[src/rtl/data_mem_master_pkg.sv]
// data_mem_master_pkg: FSM states, size codes and size-to-byte-count helper
package data_mem_master_pkg;

    typedef enum logic [2:0] {IDLE, RD, WR_SETUP, WR_STROBE, DONE} state_t;

    localparam logic [1:0] SZ_BYTE = 2'd0;
    localparam logic [1:0] SZ_HALF = 2'd1;
    localparam logic [1:0] SZ_WORD = 2'd2;

    // size codes 2 and 3 both mean a full word
    function automatic logic [2:0] byte_count(input logic [1:0] size);
        return size >= SZ_WORD ? 3'd4 : size == SZ_HALF ? 3'd2 : 3'd1;
    endfunction

endpackage

[src/rtl/data_mem_master.sv]
// data_mem_master: splits CPU word/half/byte loads and stores into byte accesses
// Ports: clk/rst (sync, active high); req/we/size/addr/wdata request from the
// datapath; rdata/busy/done response; memWrite/memAddress/memDataOut/memDataIn
// drive the byte-wide memory. All outputs are registered.
module data_mem_master
    import data_mem_master_pkg::*;
#(
    parameter int dataWidth    = 8,
    parameter int addressWidth = 32,
    parameter int wordBytes    = 4
) (
    input  logic                           clk,
    input  logic                           rst,
    input  logic                           req,
    input  logic                           we,
    input  logic [1:0]                     size,
    input  logic [addressWidth-1:0]        addr,
    input  logic [dataWidth*wordBytes-1:0] wdata,
    output logic [dataWidth*wordBytes-1:0] rdata,
    output logic                           busy,
    output logic                           done,
    output logic                           memWrite,
    output logic [addressWidth-1:0]        memAddress,
    output logic [dataWidth-1:0]           memDataOut,
    input  logic [dataWidth-1:0]           memDataIn
);

    state_t                         state, state_nx;
    logic [1:0]                     idx, idx_nx;
    logic [1:0]                     size_q;
    logic [addressWidth-1:0]        addr_q, addr_base, mem_address_nx;
    logic [dataWidth*wordBytes-1:0] wdata_q, wdata_base;
    logic [dataWidth*wordBytes-1:0] rbuf, rbuf_nx, rdata_nx;
    logic [dataWidth-1:0]           mem_data_out_nx;
    logic                           last;

    assign last = idx == 2'(byte_count(size_q) - 3'd1);

    always_ff @(posedge clk) begin
        if (rst) begin
            state      <= IDLE;
            idx        <= '0;
            size_q     <= SZ_BYTE;
            addr_q     <= '0;
            wdata_q    <= '0;
            rbuf       <= '0;
            busy       <= 1'b0;
            done       <= 1'b0;
            memWrite   <= 1'b0;
            memAddress <= '0;
            memDataOut <= '0;
            rdata      <= '0;
        end else begin
            state <= state_nx;
            idx   <= idx_nx;
            if (state == IDLE && req) begin
                size_q  <= size;
                addr_q  <= addr;
                wdata_q <= wdata;
            end
            rbuf       <= rbuf_nx;
            busy       <= state_nx != IDLE;
            done       <= state_nx == DONE;
            memWrite   <= state_nx == WR_STROBE;
            memAddress <= mem_address_nx;
            memDataOut <= mem_data_out_nx;
            rdata      <= rdata_nx;
        end
    end

    always_comb begin
        state_nx = state;
        idx_nx   = idx;
        case (state)
            IDLE: begin
                state_nx = req ? (we ? WR_SETUP : RD) : IDLE;
                idx_nx   = '0;
            end
            RD: begin
                state_nx = last ? DONE : RD;
                idx_nx   = last ? idx : idx + 2'd1;
            end
            WR_SETUP: state_nx = WR_STROBE;
            WR_STROBE: begin
                state_nx = last ? DONE : WR_SETUP;
                idx_nx   = last ? idx : idx + 2'd1;
            end
            default: begin
                state_nx = IDLE;
                idx_nx   = '0;
            end
        endcase
    end

    // Outputs are precomputed from the next state so they appear registered
    // in the same cycle the FSM enters that state. On acceptance the request
    // fields are not latched yet, so the live inputs are used as the base.
    always_comb begin
        addr_base       = (state == IDLE) ? addr : addr_q;
        wdata_base      = (state == IDLE) ? wdata : wdata_q;
        mem_address_nx  = (state_nx == RD || state_nx == WR_SETUP) ? addr_base + addressWidth'(idx_nx) : memAddress;
        mem_data_out_nx = (state_nx == WR_SETUP) ? wdata_base[idx_nx*dataWidth +: dataWidth] : memDataOut;
        rbuf_nx         = (state == IDLE) ? '0 : rbuf;
        if (state == RD)
            rbuf_nx[idx*dataWidth +: dataWidth] = memDataIn;
        rdata_nx        = (state == RD && state_nx == DONE) ? rbuf_nx : rdata;
    end

endmodule

[config.mk]
export PLATFORM = sky130hd
export DESIGN_NAME = data_mem_master
export DESIGN_NICKNAME = d
export VERILOG_FILES = /design/src/rtl/data_mem_master_pkg.sv /design/src/rtl/data_mem_master.sv
export SDC_FILE = /design/constraint.sdc
export NUM_CORES = 1
export LEC_CHECK = 0
export ABC_AREA = 1
export CORE_MARGIN = 2
export CORE_UTILIZATION = 40
export DETAILED_ROUTE_END_ITERATION = 10
export SETUP_SLACK_MARGIN = 0.1
export SLEW_MARGIN = 20
export SYNTH_ARGS = -nofsm -noshare
export SYNTH_HDL_FRONTEND = slang
export SYNTH_SLANG_ARGS = --single-unit
[constraint.sdc]
create_clock -name clk -period 4.1 [get_ports clk]
set_input_delay 0.82 -clock clk [delete_from_list [all_inputs] [get_ports clk]]
set_output_delay 0.82 -clock clk [all_outputs]
set_load 0.005 [all_outputs]
==> results of run 1 <==
[where the power goes]
group	total, mW	internal, mW	leakage, nW	switching, mW
clock	1.71	0.846	0.304	0.868
combinational	1.46	0.591	2.99	0.867
sequential	2.05	1.93	1.46	0.120
[cells in the final DEF (no fill, tap or decap), types with 5 or more instances in the layout]
cell type / n
nand2_1: 389
dfxtp_1: 178
nor2_1: 164
inv_1: 156
clkdlybuf4s50_1: 151
nand3_1: 119
a21oi_1: 87
o21ai_0: 76
a211oi_1: 18
clkbuf_16: 17
a31o_2: 16
buf_4: 12
nand2_2: 8
mux2i_1: 8
ha_1: 7
clkinv_8: 7
nor2_4: 6
nor2_2: 6
nand3b_1: 6
o21ai_1: 6
nand4_1: 5
[sequential cells by signal, indices dropped and copies added, names as in the netlist]
name / cells
addr_q: 32
busy: 1
done: 1
idx: 2
memAddress: 32
memDataOut: 8
memWrite: 1
rbuf: 32
rdata: 32
size_q: 2
state: 3
wdata_q: 32
[layer usage]
| metal | vias to the layer above | part of all wire | global-route usage | routed length (um) |
|---|---|---|---|---|
| li1 | 4527 | - | - | - |
| met1 | 3925 | 0.46 | 0.300 | 12400 |
| met2 | 213 | 0.47 | 0.375 | 12800 |
| met3 | 56 | 0.040 | 0.0431 | 1080 |
| met4 | 0 | 0.031 | 0.0979 | 855 |
| met5 | - | 0 | 0 | 0 |
[stage by stage]
step	setup WS (ps)	instances	power [mW]
floorplan	1460	1362	2.95
global placement	866	1735	3.54
detailed placement	701	1736	3.56
CTS	657	1768	5.27
global route	311	1768	5.52
finish	675	1769	5.22
[worst paths after layout]
path                                start                     endpoint  slack [ps]  cells after the start
setup / recovery        idx[0]$_SDFF_PP0_  memAddress[30]$_SDFFE_PP0P_         670                     18
hold / removal    addr_q[17]$_SDFFE_PP0P_      addr_q[17]$_SDFFE_PP0P_         450                      2
setup reg to reg        idx[0]$_SDFF_PP0_  memAddress[30]$_SDFFE_PP0P_         670                     18
hold reg to reg   addr_q[17]$_SDFFE_PP0P_      addr_q[17]$_SDFFE_PP0P_         450                      2
[logic make-up (layout without fill, tap and decap cells)]
logic type	after synthesis	count (layout)	synth area share
fa+ha+maj	8	8	0.0120
xor+xnor	5	5	0.00488
flops	178	178	0.397
simple gates	714	714	0.334
other cells	0	1	0
compound gates	213	213	0.134
buf+inv	236	362	0.109
mux	8	8	0.00892
[worst max-delay path, stage by stage (launching register included)]
cell and delay, ps:
dfxtp_1 760, inv_2 140, nor3_1 160, nor2_1 70, nand2_2 150, inv_1 60, nand2_1 50, nand3_1 60
nand2_1 290, inv_2 180, fa_1 550, nor2_4 200, nand2_1 150, nor2_4 180, nand2_1 70, nand2_1 60
nand3_1 70, nand2_1 70, inv_1 40
[layout make-up]
class,instances,share of cell area
antenna,1,0.000222
clock buffer,17,0.0378
clock inverter,15,0.0185
inverter,166,0.0561
multi-input combinational,948,0.395
sequential,178,0.317
tap,280,0.0311
timing repair buffer,164,0.145
==> metrics, run 1 <==
Worst Path Arrival=3760 ps; layout cell share with drive strength beyond 1=0.0652; Worst EP required=~4400 ps; synthesis-to-finish area growth=25.4%; IO Count=153; count of different cell masters after synthesis=41; CTS tree=yes; vias per inst=4.93; Reg area=3560 sq um; fin area=~11000 sq um; Post-synth EDFFs=0; critical-path maximum fanout=20; cell row count=54; drt drc=0; final WL=27200 um; Gate Count Post-Synth=~1.4k; pwr dens=464 nW/um^2; synthesized cell area=8970 sq um; top cell type's share of synthesized area=0.397; Hold Path Class=reg2reg; Clock Pin Slew Worst Setup and Hold Paths=80 ps; top post-synthesis cells by area=dfxtp_1 (40%), nand2_1 (16%), nor2_1 (6.9%), nand3_1 (6.6%), inv_1 (6.5%); part of the cycle the worst path needs=0.835; CP Capture Type=flip-flop; measured slew at the worst slew-check pin=1020 ps; top-count cell post-synth=nand2_1; gp weighted congestion=0.934; root buffer cell=clkbuf_16; largest net degree at the start of global routing=89; die area=23600 sq um; crit path time final=3430 ps; Util after Layout=0.514; clock buffer count from CTS=17; post-synth top area cell=dfxtp_1; vias in the first global route=roughly 8.0k; achievable frequency=292 MHz; antenna-violating nets left=0; Die W=154 um; Crit Path Class=reg2reg; multi-input gate area in the final layout=4440 sq um; GRT overflow=0; unrepaired setup endpoints after global routing=false; Port Buffers=152; number of setup buffers added after CTS=0; Setup TNS Final=0 ps; post-CTS sizing=0; Primary FF master, synth=dfxtp_1; NumNets Final=1561; clk sinks=178; die outline height=between 150 and 200 um; clk buf depth=2; worst vdd ir=0.000289 V; 1st-iter DRT viols=roughly 450; via count=around 8.7k; Hold Fails Final Rpt=0; leakage power total=4.76 nW; post-DR wirelength/cell=roughly 15 um; Async SR Flop Fraction=0; outcome=complete, no violations; Mapped Nets=1448; Post-CTS Hold Fix Bufs=0; antenna violations before repair=0; Initial Util=0.410; most frequent cells after synthesis=nand2_1 (389), dfxtp_1 (178), nor2_1 (164), inv_1 (156), nand3_1 (119); flops & latches, synth=178; sequential share of the synthesized area=0.397; First-pass DRT Iterations=7; synthesized area per cell=6.59 sq um; Total GRT Usage=0.231; core area=21900 sq um; startpoint types=flip-flop; worst hold slack=452 ps; synth warn=0; MaxCap Viol Count=0; Relative slew margins=0.319; first-pass GRT wire length=43400 um; final max-slew violation count=0; DP HPWL=19200 um; Filler Cell Count=2245; worst-skew pair later-pin latency=450 ps; Setup Skew=18.4 ps; H-tree levels=4; area post-placement=10600 sq um; # setup viols final=0
Power figures use the tool's default switching activity.
==> run 2: changes to the inputs <==
--- a/config.mk
+++ b/config.mk
@@ -9,6 +9,7 @@
 export CORE_MARGIN = 2
 export CORE_UTILIZATION = 40
 export DETAILED_ROUTE_END_ITERATION = 10
+export PLACE_DENSITY = 0.65
 export SETUP_SLACK_MARGIN = 0.1
 export SLEW_MARGIN = 20
 export SYNTH_ARGS = -nofsm -noshare
==> constraint.sdc (replaced) <==
create_clock -name clk -period 2.88 [get_ports clk]
set_input_delay 0.576 -clock clk [delete_from_list [all_inputs] [get_ports clk]]
set_output_delay 0.576 -clock clk [all_outputs]
set_load 0.005 [all_outputs]
==> metrics, run 2 (synthesis gave the netlist of run 1 again) <==
outcome=complete, no violations (unchanged); max incr delay on CP=340 ps (was 760 ps); crit path time final=2570 ps (was 3430 ps); Place WS=74.7 ps (was 701 ps); synthesis-to-finish area growth=26.8% (was 25.4%); First-pass DRT Iterations=5 (was 7); worst vdd ir=0.000463 V (was 0.000289 V); # setup viols final=0 (unchanged); WHS Endpoint=addr_q[17]$_SDFFE_PP0P_ (unchanged); final max-slew violation count=0 (unchanged); delay-heaviest family, CP=simple AND/OR/NAND/NOR gates (unchanged); Logic pwr share=0.281 (was 0.279); Relative slew margins=0.444 (was 0.319); largest net degree at the start of global routing=83 (was 89); Critical Path Start=size_q[0]$_SDFFE_PP0P_ (was idx[0]$_SDFF_PP0_); part of the cycle the worst path needs=0.892 (was 0.835); Filler Cell Count=2210 (was 2245); Hold Fails Final Rpt=0 (unchanged); Total GRT Usage=0.222 (was 0.231); DP HPWL=18200 um (was 19200 um); Clock Pin Slew Worst Setup and Hold Paths=80 ps (about the same); first-pass GRT wire length=42600 um (was 43400 um); post-DR wirelength/cell=14.8 um (was 15.4 um); CP Cell Sequence=nor2_1 > nor2_1 > nor2_1 > nand2_2 > inv_1 > nand2_1 > nand3_1 > nand2_2 > ha_1 > a21o_1 > nand2_1 > nor2_4 > nand3_2 > inv_1 > nand2_1 > nand2_1 > nand3_1 > nand2_1 > inv_1 (was inv_2 > nor3_1 > nor2_1 > nand2_2 > inv_1 > nand2_1 > nand3_1 > nand2_1 > inv_2 > fa_1 > nor2_4 > nand2_1 > nor2_4 > nand2_1 > nand2_1 > nand3_1 > nand2_1 > inv_1); most frequent cells in the layout=nand2_1 (387), dfxtp_1 (174), nor2_1 (163) (was nand2_1 (389), dfxtp_1 (178), nor2_1 (164)); H-tree levels=4 (unchanged); vias per inst=4.96 (was 4.93); Setup TNS Final=0 ps (unchanged); flop2flop setup slack=310 ps (was 670 ps); area post-placement=10700 sq um (was 10600 sq um); antenna-violating nets left=0 (unchanged); drt drc=0 (unchanged); clk buf depth=2 (unchanged); worst-skew pair later-pin latency=450 ps (about the same); IO Count=153 (unchanged); layout cell share with drive strength beyond 1=0.0806 (was 0.0652); hold path cells=2 (unchanged); Critical R2R Capture=memAddress[25]$_SDFFE_PP0P_ (was memAddress[30]$_SDFFE_PP0P_); 1st-iter DRT viols=575 (was 445); Finished Layout Cells=1783 (was 1769); fin area=11400 sq um (was 11200 sq um); multi-input gate area in the final layout=4470 sq um (was 4440 sq um); worst hold slack=449 ps (was 452 ps); Die W=154 um (unchanged); r2r startpoint=size_q[0]$_SDFFE_PP0P_ (was idx[0]$_SDFF_PP0_); Post-CTS Hold Fix Bufs=0 (unchanged); clock buffer count from CTS=17 (unchanged); Reg power frac=0.391 (was 0.393); Net Switching=2.64 mW (was 1.85 mW); CTS tree=yes (unchanged); Setup Skew=17.6 ps (was 18.4 ps); commonest non-fill, non-tap cell in the layout=nand2_1 (unchanged); CP most frequent cell=nand2_1 (unchanged); Worst EP required=3220 ps (was 4440 ps); measured slew at the worst slew-check pin=835 ps (was 1020 ps); Placed Instances=1750 (was 1736); achievable frequency=389 MHz (was 292 MHz); cell row count=54 (unchanged); CP Buf/Inv Count=3 (was 4); Sw Share=0.354 (was 0.355); die outline height=154 um (unchanged); critical-path maximum fanout=6 (was 20); via count=8836 (was 8721); GRT overflow=0 (unchanged); Critical Path Stages=19 (was 18); Clk network pwr share=0.328 (about the same); Worst path slowest cell=dfxtp_1 (unchanged); Worst Path Arrival=2910 ps (was 3760 ps); Initial Util=0.410 (unchanged); Crit Path Class=reg2reg (unchanged); core area=21900 sq um (unchanged); HP Start=addr_q[17]$_SDFFE_PP0P_ (unchanged); P_int=4.82 mW (was 3.37 mW); unrepaired setup endpoints after global routing=true (was false); R2R depth=19 (was 18); Final Power=7.45 mW (was 5.22 mW); antenna violations before repair=1 (was 0); number of setup buffers added after CTS=0 (unchanged); leakage power total=4.84 nW (was 4.76 nW); die area=23600 sq um (unchanged); clk sinks=178 (unchanged); final WL=26400 um (was 27200 um); Reg area=3570 sq um (was 3560 sq um); Port Buffers=152 (unchanged); vias in the first global route=8169 (was 8027); CP Capture Type=flip-flop (unchanged); NumNets Final=1575 (was 1561); pwr dens=655 nW/um^2 (was 464 nW/um^2); Util after Layout=0.520 (was 0.514); root buffer cell=clkbuf_16 (unchanged); worst setup margin=311 ps (was 675 ps); startpoint types=flip-flop (unchanged); MaxCap Viol Count=0 (unchanged); gp weighted congestion=0.941 (was 0.934); Hold Path Class=reg2reg (unchanged)
[run 2: routing by layer]
metal  up-vias  track usage  wire length, um
met1      3984        0.290            11800
met3        44       0.0457             1510
met4         0       0.0830              773
li1       4561            -                -
met2       247        0.363            12300
met5         -            0                0
[run 2: worst max-delay path by stage]
stage / to / slack (ps)
2_1_floorplan: memAddress[30]$_SDFFE_PP0P_ / 240
3_3_place_gp: memAddress[30]$_SDFFE_PP0P_ / 110
3_5_place_dp: memAddress[16]$_SDFFE_PP0P_ / 70
4_1_cts: memAddress[25]$_SDFFE_PP0P_ / 180
5_1_grt: memAddress[25]$_SDFFE_PP0P_ / 50
6_report: memAddress[25]$_SDFFE_PP0P_ / 310
[run 2: layout make-up]
cell class,count,area share
inverter,166,0.0554
multi-input combinational,948,0.392
clock inverter,15,0.0180
sequential,178,0.314
timing repair buffer,178,0.152
antenna,1,0.000220
tap,280,0.0308
clock buffer,17,0.0374
[run 2: what timing repair did]
item / in CTS / in global routing
hold endpoints to repair: 0 / 0
resized for setup: 0 / 14
endpoints found under the setup margin: 0 / 24
[run 2: power groups by stage]
stage	Combinational (mW)	Sequential [mW]	Clock [mW]
floorplan	1.26	2.94	0
global placement	2.08	2.97	0
detailed placement	2.10	2.97	0
CTS	2.11	2.91	2.48
global route	2.34	2.94	2.60
finish	2.10	2.91	2.45
[run 2: worst min-delay path: cells and delay by family, from the launching register on]
family	cells	cell delay, ps
AO/OA/AOI/OAI	1	50
buffers and inverters	1	50
flip-flops	1	310
==> run 3: changes to the inputs <==
==> constraint.sdc (replaced) <==
create_clock -name clk -period 2.88 [get_ports clk]
set_input_delay 0.864 -clock clk [delete_from_list [all_inputs] [get_ports clk]]
set_output_delay 0.864 -clock clk [all_outputs]
set_load 0.005 [all_outputs]
==> metrics, run 3 (synthesis gave the netlist of run 1 again) <==
via count=8809 (was 8836); synthesis-to-finish area growth=27.1% (was 26.8%); Crit Path Class=in2reg (was reg2reg); NumNets Final=1579 (was 1575); die outline height=154 um (unchanged); part of the cycle the worst path needs=0.898 (was 0.892); M3 GR Usage=0.0462 (was 0.0457); post-DR wirelength/cell=14.7 um (was 14.8 um); CTS tree=yes (unchanged); Port Buffers=152 (unchanged); layout cell share with drive strength beyond 1=0.0797 (was 0.0806); # setup viols final=0 (unchanged); Relative slew margins=0.457 (was 0.444); clock buffer count from CTS=17 (unchanged); Worst Path Arrival=2920 ps (was 2910 ps); worst hold slack=458 ps (was 449 ps); Setup TNS Final=0 ps (unchanged); Setup Skew=13.5 ps (was 17.6 ps); clk sinks=178 (unchanged); GR Util met2=0.374 (was 0.363); vias in the first global route=7906 (was 8169); Hold Fails Final Rpt=0 (unchanged); commonest non-fill, non-tap cell in the layout=nand2_1 (unchanged); Filler Cell Count=2228 (was 2210); unrepaired setup endpoints after global routing=true (unchanged); vias per inst=4.93 (was 4.96); pwr dens=655 nW/um^2 (about the same); worst vdd ir=0.000371 V (was 0.000463 V); area post-placement=10700 sq um (about the same); measured slew at the worst slew-check pin=814 ps (was 835 ps); multi-input gate area in the final layout=4450 sq um (was 4470 sq um); drt drc=0 (unchanged); Util after Layout=0.521 (was 0.520); IO Count=153 (unchanged); Reg area=3570 sq um (about the same); gp weighted congestion=0.891 (was 0.941); first-pass GRT wire length=42200 um (was 42600 um); fin area=11400 sq um (about the same); Hold Path Class=reg2reg (unchanged); met1 Usage GRT=0.288 (was 0.290); Total GRT Usage=0.221 (was 0.222); Final Power=7.47 mW (was 7.45 mW); root buffer cell=clkbuf_16 (unchanged); First-pass DRT Iterations=5 (unchanged); largest net degree at the start of global routing=81 (was 83); CP Capture Type=flip-flop (unchanged); achievable frequency=387 MHz (was 389 MHz); Clock Pin Slew Worst Setup and Hold Paths=80 ps (about the same); Worst EP required=3210 ps (was 3220 ps); final WL=26200 um (was 26400 um); DP HPWL=18200 um (about the same); final max-slew violation count=0 (unchanged); worst setup margin=293 ps (was 311 ps); Initial Util=0.410 (unchanged); Top Usage Layer GRT=met2 (unchanged); critical-path maximum fanout=5 (was 6); crit path time final=2590 ps (was 2570 ps); outcome=complete, no violations (unchanged); Finished Layout Cells=1787 (was 1783); H-tree levels=4 (unchanged); core area=21900 sq um (unchanged); die area=23600 sq um (unchanged); GRT overflow=0 (unchanged); Place WS=-223 ps (was 74.7 ps); startpoint types=primary input (was flip-flop); cell row count=54 (unchanged); antenna violations before repair=1 (unchanged); most frequent cells in the layout=nand2_1 (389), dfxtp_1 (175), nor2_1 (164) (was nand2_1 (387), dfxtp_1 (174), nor2_1 (163)); Die W=154 um (unchanged); worst-skew pair later-pin latency=440 ps (was 450 ps); antenna-violating nets left=0 (unchanged); 1st-iter DRT viols=511 (was 575); clk buf depth=2 (unchanged); Placed Instances=1752 (was 1750); Post-CTS Hold Fix Bufs=0 (unchanged); leakage power total=4.85 nW (was 4.84 nW); MaxCap Viol Count=0 (unchanged)
run 3: what timing repair did:
item | in CTS | in global routing
gates resized for setup | 0 | 5
setup buffers | 0 | 2
endpoints found under the setup margin | 0 | 23
run 3: path summary, 6_finish.rpt:
| kind | endpoint | slack, ps | start | cells past startpoint |
|---|---|---|---|---|
| worst max register to register | memAddress[27]$_SDFFE_PP0P_ | 380 | idx[0]$_SDFF_PP0_ | 19 |
| worst min-delay path | addr_q[23]$_SDFFE_PP0P_ | 460 | addr_q[23]$_SDFFE_PP0P_ | 2 |
| worst max-delay path | memAddress[16]$_SDFFE_PP0P_ | 290 | addr[0] | 13 |
| worst min register to register | addr_q[23]$_SDFFE_PP0P_ | 460 | addr_q[23]$_SDFFE_PP0P_ | 2 |
run 3: critical path: stages:
cell             delay (ps)
clkdlybuf4s50_1         530
nand2_1                  60
o21ai_0                  70
ha_1                    190
inv_1                    60
fa_2                    370
nor2_4                  150
buf_4                   130
nand2_2                  90
o21ai_0                 190
nand3_1                  90
nand2_1                  80
inv_1                    30
run 3: layout make-up:
type | instances | area share
Antenna cell | 1 | 0.000219
Clock buffer | 17 | 0.0373
Clock inverter | 15 | 0.0190
Inverter | 166 | 0.0553
Multi-Input combinational cell | 948 | 0.390
Sequential cell | 178 | 0.313
Tap cell | 280 | 0.0307
Timing Repair Buffer | 182 | 0.155
run 3: per-layer routing:
| layer | vias to the layer above | routed length [um] |
|---|---|---|
| li1 | 4567 | - |
| met1 | 4035 | 12000 |
| met2 | 178 | 12600 |
| met4 | 0 | 414 |
| met5 | - | 0 |
| met3 | 29 | 1160 |
run 3: power breakdown:
part	leakage, nW	total, mW	internal (mW)	switching, mW
logic	3.08	2.11	0.882	1.23
registers	1.46	2.92	2.75	0.172
clock network	0.306	2.44	1.21	1.23
